`config.mk`:
```
export PLATFORM = sky130hd
export DESIGN_NAME = atm_transaction
export DESIGN_NICKNAME = d
export VERILOG_FILES = /design/src/rtl/atm_transaction.sv
export SDC_FILE = /design/constraint.sdc
export NUM_CORES = 1
export LEC_CHECK = 0
export ABC_AREA = 1
export CELL_PAD_IN_SITES_DETAIL_PLACEMENT = 1
export CELL_PAD_IN_SITES_GLOBAL_PLACEMENT = 1
export CORE_ASPECT_RATIO = 0.7
export CORE_MARGIN = 2
export CORE_UTILIZATION = 44
export CTS_CLUSTER_DIAMETER = 50
export DETAILED_ROUTE_END_ITERATION = 10
export GPL_TIMING_DRIVEN = 0
export PLACE_DENSITY = 0.95
export SETUP_SLACK_MARGIN = 0.5
export SYNTH_ARGS = -nofsm -noshare
export SYNTH_HDL_FRONTEND = slang
export SYNTH_SLANG_ARGS = --single-unit
```
`constraint.sdc`:
```
create_clock -name clk -period 4.25 [get_ports clk]
set_input_delay 0.85 -clock clk [delete_from_list [all_inputs] [get_ports clk]]
set_output_delay 0.85 -clock clk [all_outputs]
set_load 0.02 [all_outputs]
```
`src/rtl/atm_transaction.sv`:
```
// ---------------------------------------------------------------------------
// atm_transaction
//
// Session controller for one ATM card. It walks a card through password
// authentication, a menu of balance operations and ejection, and produces a
// single-cycle write-back strobe with the new balance for each operation.
//
// Parameters
//   balance_width  : width of balance / amount / updated_balance
//   max_attempts   : wrong-password tries before the card is locked
//   timeout_cycles : MENU idle limit in clocks
//
// Ports
//   clk             : clock, all state on rising edge
//   rst             : asynchronous active-low reset
//   card_in         : card present
//   psw_valid       : password entered this cycle
//   wrong_psw       : password check result, valid the cycle after psw_valid
//   balance         : current account balance from card handling
//   op_valid        : operation request strobe (honoured only in MENU)
//   op_code         : 00 inquiry, 01 deposit, 10 withdraw, 11 exit
//   amount          : operation amount
//   updated_balance : balance to write back
//   op_done         : one-cycle write-back strobe
//   busy            : high in every state except IDLE
//   insufficient    : withdraw rejected (DONE cycle only)
//   overflow_err    : deposit rejected (DONE cycle only)
//   timeout         : MENU idle timeout pulse
//   card_locked     : attempt-limit pulse
//   card_eject      : eject pulse
// ---------------------------------------------------------------------------
module atm_transaction #(
  parameter int balance_width  = 20,
  parameter int max_attempts   = 3,
  parameter int timeout_cycles = 1000
) (
  input  logic                     clk,
  input  logic                     rst,
  input  logic                     card_in,
  input  logic                     psw_valid,
  input  logic                     wrong_psw,
  input  logic [balance_width-1:0] balance,
  input  logic                     op_valid,
  input  logic [1:0]               op_code,
  input  logic [balance_width-1:0] amount,
  output logic [balance_width-1:0] updated_balance,
  output logic                     op_done,
  output logic                     busy,
  output logic                     insufficient,
  output logic                     overflow_err,
  output logic                     timeout,
  output logic                     card_locked,
  output logic                     card_eject
);

  localparam logic [2:0] IDLE  = 3'd0;
  localparam logic [2:0] AUTH  = 3'd1;
  localparam logic [2:0] CHECK = 3'd2;
  localparam logic [2:0] MENU  = 3'd3;
  localparam logic [2:0] EXEC  = 3'd4;
  localparam logic [2:0] DONE  = 3'd5;
  localparam logic [2:0] EJECT = 3'd6;

  localparam logic [1:0] OP_INQ  = 2'b00;
  localparam logic [1:0] OP_DEP  = 2'b01;
  localparam logic [1:0] OP_WD   = 2'b10;

  localparam int ATT_W  = $clog2(max_attempts + 1);
  localparam int IDLE_W = $clog2(timeout_cycles + 1);

  localparam logic [ATT_W-1:0]  ATT_LIMIT = ATT_W'(max_attempts);
  localparam logic [IDLE_W-1:0] IDLE_LAST = IDLE_W'(timeout_cycles - 1);

  logic [2:0]              state;
  logic [ATT_W-1:0]        attempts;
  logic [IDLE_W-1:0]       idle_cnt;
  // Set on every eject; a card still sitting in the slot is not re-accepted
  // until card_in has been seen low, so one insertion yields one eject.
  logic                    wait_removal;

  logic [1:0]               op_code_p0;
  logic [balance_width-1:0] amount_p0;
  logic [balance_width:0]   dep_p1;
  logic [balance_width:0]   wd_p1;

  // Sum with the carry kept in the extra MSB.
  function automatic logic [balance_width:0] add_carry(
    input logic [balance_width-1:0] a,
    input logic [balance_width-1:0] b
  );
    return {1'b0, a} + {1'b0, b};
  endfunction

  // Difference with the borrow kept in the extra MSB (set when b > a).
  function automatic logic [balance_width:0] sub_borrow(
    input logic [balance_width-1:0] a,
    input logic [balance_width-1:0] b
  );
    return {1'b0, a} - {1'b0, b};
  endfunction

  assign busy = (state != IDLE);

  // ---- stage p0: operation capture in MENU --------------------------------
  always_ff @(posedge clk) begin
    if (state == MENU && op_valid) begin
      op_code_p0 <= op_code;
      amount_p0  <= amount;
    end
  end

  // ---- stage p1: EXEC arithmetic against the live balance -----------------
  always_comb begin
    dep_p1 = add_carry(balance, amount_p0);
    wd_p1  = sub_borrow(balance, amount_p0);
  end

  // ---- stage p2: control FSM and registered outputs (DONE cycle) ----------
  always_ff @(posedge clk or negedge rst) begin
    if (!rst) begin
      state           <= IDLE;
      attempts        <= '0;
      idle_cnt        <= '0;
      wait_removal    <= 1'b0;
      updated_balance <= '0;
      op_done         <= 1'b0;
      insufficient    <= 1'b0;
      overflow_err    <= 1'b0;
      timeout         <= 1'b0;
      card_locked     <= 1'b0;
      card_eject      <= 1'b0;
    end else begin
      op_done      <= 1'b0;
      insufficient <= 1'b0;
      overflow_err <= 1'b0;
      timeout      <= 1'b0;
      card_locked  <= 1'b0;
      card_eject   <= 1'b0;

      if (state != IDLE && !card_in) begin
        // Card pulled: drop the session, leave the last committed balance.
        // op_done of a DONE cycle is already on the output and completes.
        state    <= IDLE;
        idle_cnt <= '0;
      end else begin
        case (state)
          IDLE: begin
            updated_balance <= balance;
            if (!card_in) begin
              wait_removal <= 1'b0;
            end else if (!wait_removal) begin
              state    <= AUTH;
              attempts <= '0;
            end
          end

          AUTH: begin
            if (psw_valid) state <= CHECK;
          end

          CHECK: begin
            if (!wrong_psw) begin
              attempts <= '0;
              idle_cnt <= '0;
              state    <= MENU;
            end else if (attempts + 1'b1 == ATT_LIMIT) begin
              attempts     <= attempts + 1'b1;
              state        <= EJECT;
              card_locked  <= 1'b1;
              card_eject   <= 1'b1;
              wait_removal <= 1'b1;
            end else begin
              attempts <= attempts + 1'b1;
              state    <= AUTH;
            end
          end

          MENU: begin
            if (op_valid) begin
              idle_cnt <= '0;
              state    <= EXEC;
            end else if (idle_cnt == IDLE_LAST) begin
              idle_cnt     <= '0;
              state        <= EJECT;
              timeout      <= 1'b1;
              card_eject   <= 1'b1;
              wait_removal <= 1'b1;
            end else begin
              idle_cnt <= idle_cnt + 1'b1;
            end
          end

          EXEC: begin
            case (op_code_p0)
              OP_INQ: begin
                updated_balance <= balance;
                op_done         <= 1'b1;
                state           <= DONE;
              end
              OP_DEP: begin
                op_done <= 1'b1;
                state   <= DONE;
                if (dep_p1[balance_width]) begin
                  updated_balance <= balance;
                  overflow_err    <= 1'b1;
                end else begin
                  updated_balance <= dep_p1[balance_width-1:0];
                end
              end
              OP_WD: begin
                op_done <= 1'b1;
                state   <= DONE;
                if (wd_p1[balance_width]) begin
                  updated_balance <= balance;
                  insufficient    <= 1'b1;
                end else begin
                  updated_balance <= wd_p1[balance_width-1:0];
                end
              end
              default: begin
                state        <= EJECT;
                card_eject   <= 1'b1;
                wait_removal <= 1'b1;
              end
            endcase
          end

          DONE: begin
            idle_cnt <= '0;
            state    <= MENU;
          end

          EJECT: begin
            state <= IDLE;
          end

          default: begin
            state <= IDLE;
          end
        endcase
      end
    end
  end

endmodule

```
After elaboration in Yosys (flattened, before gate mapping). Index checks and enable logic that the tools add are counted. W data, S select, Z words.

Logic and storage cells: 109. Register bits after elaboration: 64. Input port bits: 48.

Muxes and demuxes: 52. Eq/ne operators: 23. Add/sub/neg operators: 4. Bitwise logic cells: 1. Reductions and logical operators: 16.

Operators with widths (count): $pmux W20 S3 (1); $mux W10 (4); $mux W20 (2); $pmux W20 S2 (1); $pmux W10 S3 (1); $mux W1 (27); $mux W3 (8); $add A20 B20 Y21 (1); $sub A20 B20 Y21 (1); $pmux W3 S6 (1); $ne A2 B2 Y1 const B (7); $ne A3 B3 Y1 const B (4); $add A10 B1 Y10 const B (1); $eq A10 B10 Y1 const B (1); $mux W2 (4); $ne A4 B2 Y1 const B (2); $reduce_and A4 Y1 (2); $reduce_and A8 Y1 (1); $reduce_bool A4 Y1 (2); $eq A3 B2 Y1 const B (2); $eq A3 B3 Y1 const B (2); $eq A2 B2 Y1 const B (2); $pmux W1 S4 (1); $pmux W2 S2 (1); other kinds (15) (17).

Longest topological paths before layout.
Depth in word-level cells: 6. Mapped depth: 19. Gate-level depth less buffers: 18.

Worst setup path before layout. Ideal clock, no wire load.

Path kind: input-to-reg. From: input port balance[0]. To: register updated_balance[1]. Path slack: 1.642 ns. Buffers on the path: 1. Arrival time: 2.491 ns. Cell stages on the path: 15. Cell sequence: ha_1 > fa_1 > nand2_1 > nand3_1 > nand2_1 > nand3_2 > nand2_2 > nand2_4 > nand2_4 > nand2_2 > buf_6 > nand2_1 > nand4_1 > nand2_1 > nand2_1.

Cells in the longest elaborated chain, start to end: 4. Elaborated cells on any way between the ends: 6.

Ends and longest elaborated chain: start: declaration (line 42) `input logic [balance_width-1:0] balance,`; $sub A20 B20 Y21 or $add A20 B20 Y21 (tied branches) (line 99, 91); $mux W20, on equally long branches (line 213, 203); $pmux W20 S3 * (line 194) `case (op_code_p0)`; $pmux W20 S2 * (line 146) `case (state)`; end signal: assignment (line 148) `updated_balance <= balance;`; end signal: assignment (line 196) `updated_balance <= balance;`; end signal: assignment (line 214) `updated_balance <= balance;`; end: declaration (line 46) `output logic [balance_width-1:0] updated_balance,`.

Mark *: on every way between the ends. The rest lies on a longest branch, timed or not. A chain may end at the register's enable or synchronous reset.

Final worst setup path.
From: input port balance[0]. To: register updated_balance[9].

The elaborated chain is that of the path after synthesis.

==> results by group <==
GRT
  • Largest net degree at the start of global routing: 38
  • Global Route Usage Sum: approximately a third
  • Global-route wire length before repair: 38100 µm
  • Antenna violations before repair: 0
  • Vias in the first global route: between 7000 and 8000
  • Grt ovf: 0

Floorplan
  • Standard-cell row count: 35
  • Overall die width: 145 µm
  • Number of top-level pins: 75
  • Total Die Area: 0.0148 mm²
  • Die Y-Extent: 102 µm
  • Initial core utilization: 45.7%
  • Area of the core: ~0.013 mm²

Setup path
  • Crit-path cells: clkdlybuf4s50_1 -> ha_1 -> fa_1 -> nand2_1 -> nand3_1 -> nand2_1 -> nand3_2 -> nand2_2 -> nand3_1 -> o21ai_0 -> nand2_1 -> nand2_1 -> nand2_1 -> nand2_1
  • Critical path's largest stage delay: 0.53 ns
  • Required time worst endpoint: 4.54 ns
  • Worst Path Arrival: 3.83 ns
  • Classification of the worst setup path: in -> reg
  • Capturing element type of the critical path: register
  • Highest fanout seen on the critical path: 5
  • Minimum setup slack among reg-to-reg paths: 1.29 ns
  • Crit-path slowest cell: sky130_fd_sc_hd__fa_1
  • Crit path top cell by count: sky130_fd_sc_hd__nand2_1
  • CP Launch Type: input pin

Yosys
  • Unique masters post-synth: 45
  • Post-synthesis sequential area ratio: 28.1%
  • Number of flops mapped to enable cells by yosys: 22
  • Yosys reg bits: 64
  • Number of standard cells after synthesis: 920
  • Top flip-flop cell by instance count after synthesis: sky130_fd_sc_hd__dfrtp_1
  • Synthesis Warnings: 0
  • Proportion of register bits with asynchronous set or reset after synthesis: 65.6%
  • Net count of the mapped netlist: slightly above 1000
  • Netlist area before placement: just over 0.006 mm²
  • Syn_area_per_cell: approximately 6.6 µm²

Place
  • Post-placement worst setup slack: 0.485 ns
  • DP Cell Count: 1181
  • Count of port buffers added during placement: 74
  • Placer Congestion: 0.986
  • Half-perimeter wire length of the detailed placement result: 18400 µm

CTS
  • Post-CTS setup buffers: 0
  • Buffer cell driving the clock tree root: sky130_fd_sc_hd__clkbuf_16
  • Worst-skew pair later-pin latency: about 0.36 ns
  • Clock transition time at the flip-flop clock pins of the worst setup and hold paths: 0.07 ns
  • # resized after CTS: 0
  • Hold-fix buffers, CTS: 0
  • Longest Clk Path Bufs: 2
  • Cts bufs inserted: 9
  • Clk sink count: 64
  • CTS H-Tree Depth: 3
  • TritonCTS clock tree: yes

Power
  • Leakage component of the power: 3.75 nW
  • Total power density per cell area: approximately 440 mW/mm²
  • Total design power: 3.23 mW
  • Worst vdd rail ir drop: ~280 µV

STA
  • Max transition margin: 43.3%
  • Total negative slack for setup checks: 0 ns
  • Final setup violating endpoints: 0
  • Final worst-path setup slack: 0.710 ns
  • Final critical delay including setup and external delays: 3.54 ns
  • Unrepaired setup endpoints after global routing: no
  • Hold Vio Cnt, Final: 0
  • Transition at the pin with the smallest max-transition slack: around 0.85 ns
  • Setup Skew: around 0.010 ns
  • Pins over their slew limit: 0
  • Maximum clock rate: 283 MHz
  • Period utilisation layout: 83.3%

Drt
  • Post-detailed-route via-to-cell ratio: 5.65
  • # DRC: 0
  • Total wire length after detailed routing: 24300 µm
  • Average wire per standard cell: around 20 µm
  • First-pass DRT Iterations: 5
  • Overall via count from detail_route: 6766
  • Violation count after the first detailed-routing iteration: 527
  • Number of nets with antenna violations after routing: 0

Finish
  • Layout cell share with drive strength beyond 1: 8.60%
  • Footprint of the flip-flops and latches: 0.00171 mm²
  • Non-filler cells, final: 1197
  • Area grow syn2layout: 21.5%
  • Fillers: 1798
  • Core utilization of the finished layout: 55.5%
  • Area occupied by multi-input gates: 0.00360 mm²
  • Final net count: 1103
  • Antenna Diode Count: 0

Min path
  • Class of the tightest hold or removal check: in -> async

Status
  • Outcome: complete, no violations

Run
  • Total of max-cap violations: 0
-- registers in the layout (all words and copies together) (netlist names) --
register	cells
card_eject	1
idle_cnt	10
insufficient	1
state	3
timeout	1
card_locked	1
op_code_p0	2
op_done	1
overflow_err	1
wait_removal	1
attempts	2
updated_balance	20
amount_p0	20
-- critical path: cells and delay by family --
kind                       cells  cell delay (ns)
and+or+nand+nor               10             1.23
buffers and inverters          1             0.47
adders and majority gates      2             0.87
AOI/OAI and AO/OA              1             0.40
-- power breakdown --
part / switching [mW] / total, mW / internal (mW)
Sequential: 0.102 / 0.883 / 0.781
Combinational: 1.03 / 1.58 / 0.552
Clock: 0.333 / 0.765 / 0.432
-- path summary, 6_finish.rpt --
check                                   start                  end  cells past startpoint
max in group asynchronous                 rst   updated_balance[5]                      2
min reg2reg                updated_balance[1]   updated_balance[1]                      2
min                                       rst  updated_balance[15]                      1
max reg2reg                      amount_p0[0]   updated_balance[9]                     13
max                                balance[0]   updated_balance[9]                     14
min in group clk           updated_balance[1]   updated_balance[1]                      2
-- cell usage after synthesis, types with 3 or more instances --
cell / n / area share, %
sky130_fd_sc_hd__o21ai_0: 19 / 1.6
sky130_fd_sc_hd__nand2_1: 299 / 18
sky130_fd_sc_hd__inv_2: 7 / 0.43
sky130_fd_sc_hd__buf_6: 4 / 0.74
sky130_fd_sc_hd__nand3_1: 68 / 5.6
sky130_fd_sc_hd__xor2_1: 12 / 1.7
sky130_fd_sc_hd__buf_2: 8 / 0.66
sky130_fd_sc_hd__nor2_4: 3 / 0.56
sky130_fd_sc_hd__nand3_2: 6 / 0.99
sky130_fd_sc_hd__nand2_4: 4 / 0.74
sky130_fd_sc_hd__nand4_1: 19 / 2.0
sky130_fd_sc_hd__o21bai_1: 7 / 0.86
sky130_fd_sc_hd__o21a_1: 9 / 1.1
sky130_fd_sc_hd__dfrtp_1: 42 / 17
sky130_fd_sc_hd__nand2_2: 11 / 1.1
sky130_fd_sc_hd__edfxtp_1: 22 / 11
sky130_fd_sc_hd__buf_4: 8 / 0.99
sky130_fd_sc_hd__nor2_2: 7 / 0.72
sky130_fd_sc_hd__a211oi_1: 4 / 0.49
sky130_fd_sc_hd__ha_1: 46 / 9.5
sky130_fd_sc_hd__a21oi_1: 48 / 4.0
sky130_fd_sc_hd__nor3_1: 14 / 1.2
sky130_fd_sc_hd__nor2_1: 82 / 5.1
sky130_fd_sc_hd__inv_1: 142 / 8.8
-- kinds of logic after synthesis --
logic type	Yosys count	synth area share (%)
multiplexers	1	0.185
buffers and inverters	176	12.7
adder cells (fa/ha/maj)	48	10.1
AND/OR/NAND/NOR	520	37.6
flip-flops	64	28.1
AO/OA/AOI/OAI	97	9.26
XOR/XNOR	14	2.02
-- routing by layer --
| metal | vias to the layer above | wire [µm] | track usage, % |
|---|---|---|---|
| met5 | - | 0 | 0 |
| met3 | 60 | 1870 | 6.89 |
| met2 | 318 | 11100 | 56.3 |
| li1 | 3079 | - | - |
| met4 | 0 | 628 | 10.9 |
| met1 | 3309 | 10700 | 46.6 |
-- layout make-up --
type / count / share of cell area [%]
plain buffers: 24 / 2.68
clock buffers: 11 / 3.42
clock inverters: 5 / 0.508
inverters: 152 / 7.79
multi-input cells: 680 / 48.7
flip-flops and latches: 64 / 23.2
well taps: 185 / 3.13
repair buffers: 76 / 10.6
-- placed cells by master (no fill, tap or decap), drive strengths merged, types with 7 or more instances in the layout --
| cell | n |
|---|---|
| nor3 | 14 |
| nand4 | 19 |
| clkbuf | 13 |
| clkdlybuf4s50 | 73 |
| o21bai | 7 |
| buf | 25 |
| nand2 | 314 |
| ha | 46 |
| nor2 | 94 |
| nand3 | 74 |
| xor2 | 12 |
| o21a | 9 |
| o21ai | 20 |
| dfrtp | 42 |
| a21oi | 49 |
| edfxtp | 22 |
| inv | 153 |
-- per-stage QoR --
| step | area, µm² | hold slack [ns] |
|---|---|---|
| after global routing | 7390 | 0.329 |
| after detailed placement | 7100 | 0.470 |
| final | 7390 | 0.323 |
| after CTS | 7390 | 0.332 |
| after floorplan | 6080 | 0.468 |
| after global placement | 7050 | 0.462 |
No activity file was read; power rests on OpenSTA's default activity.
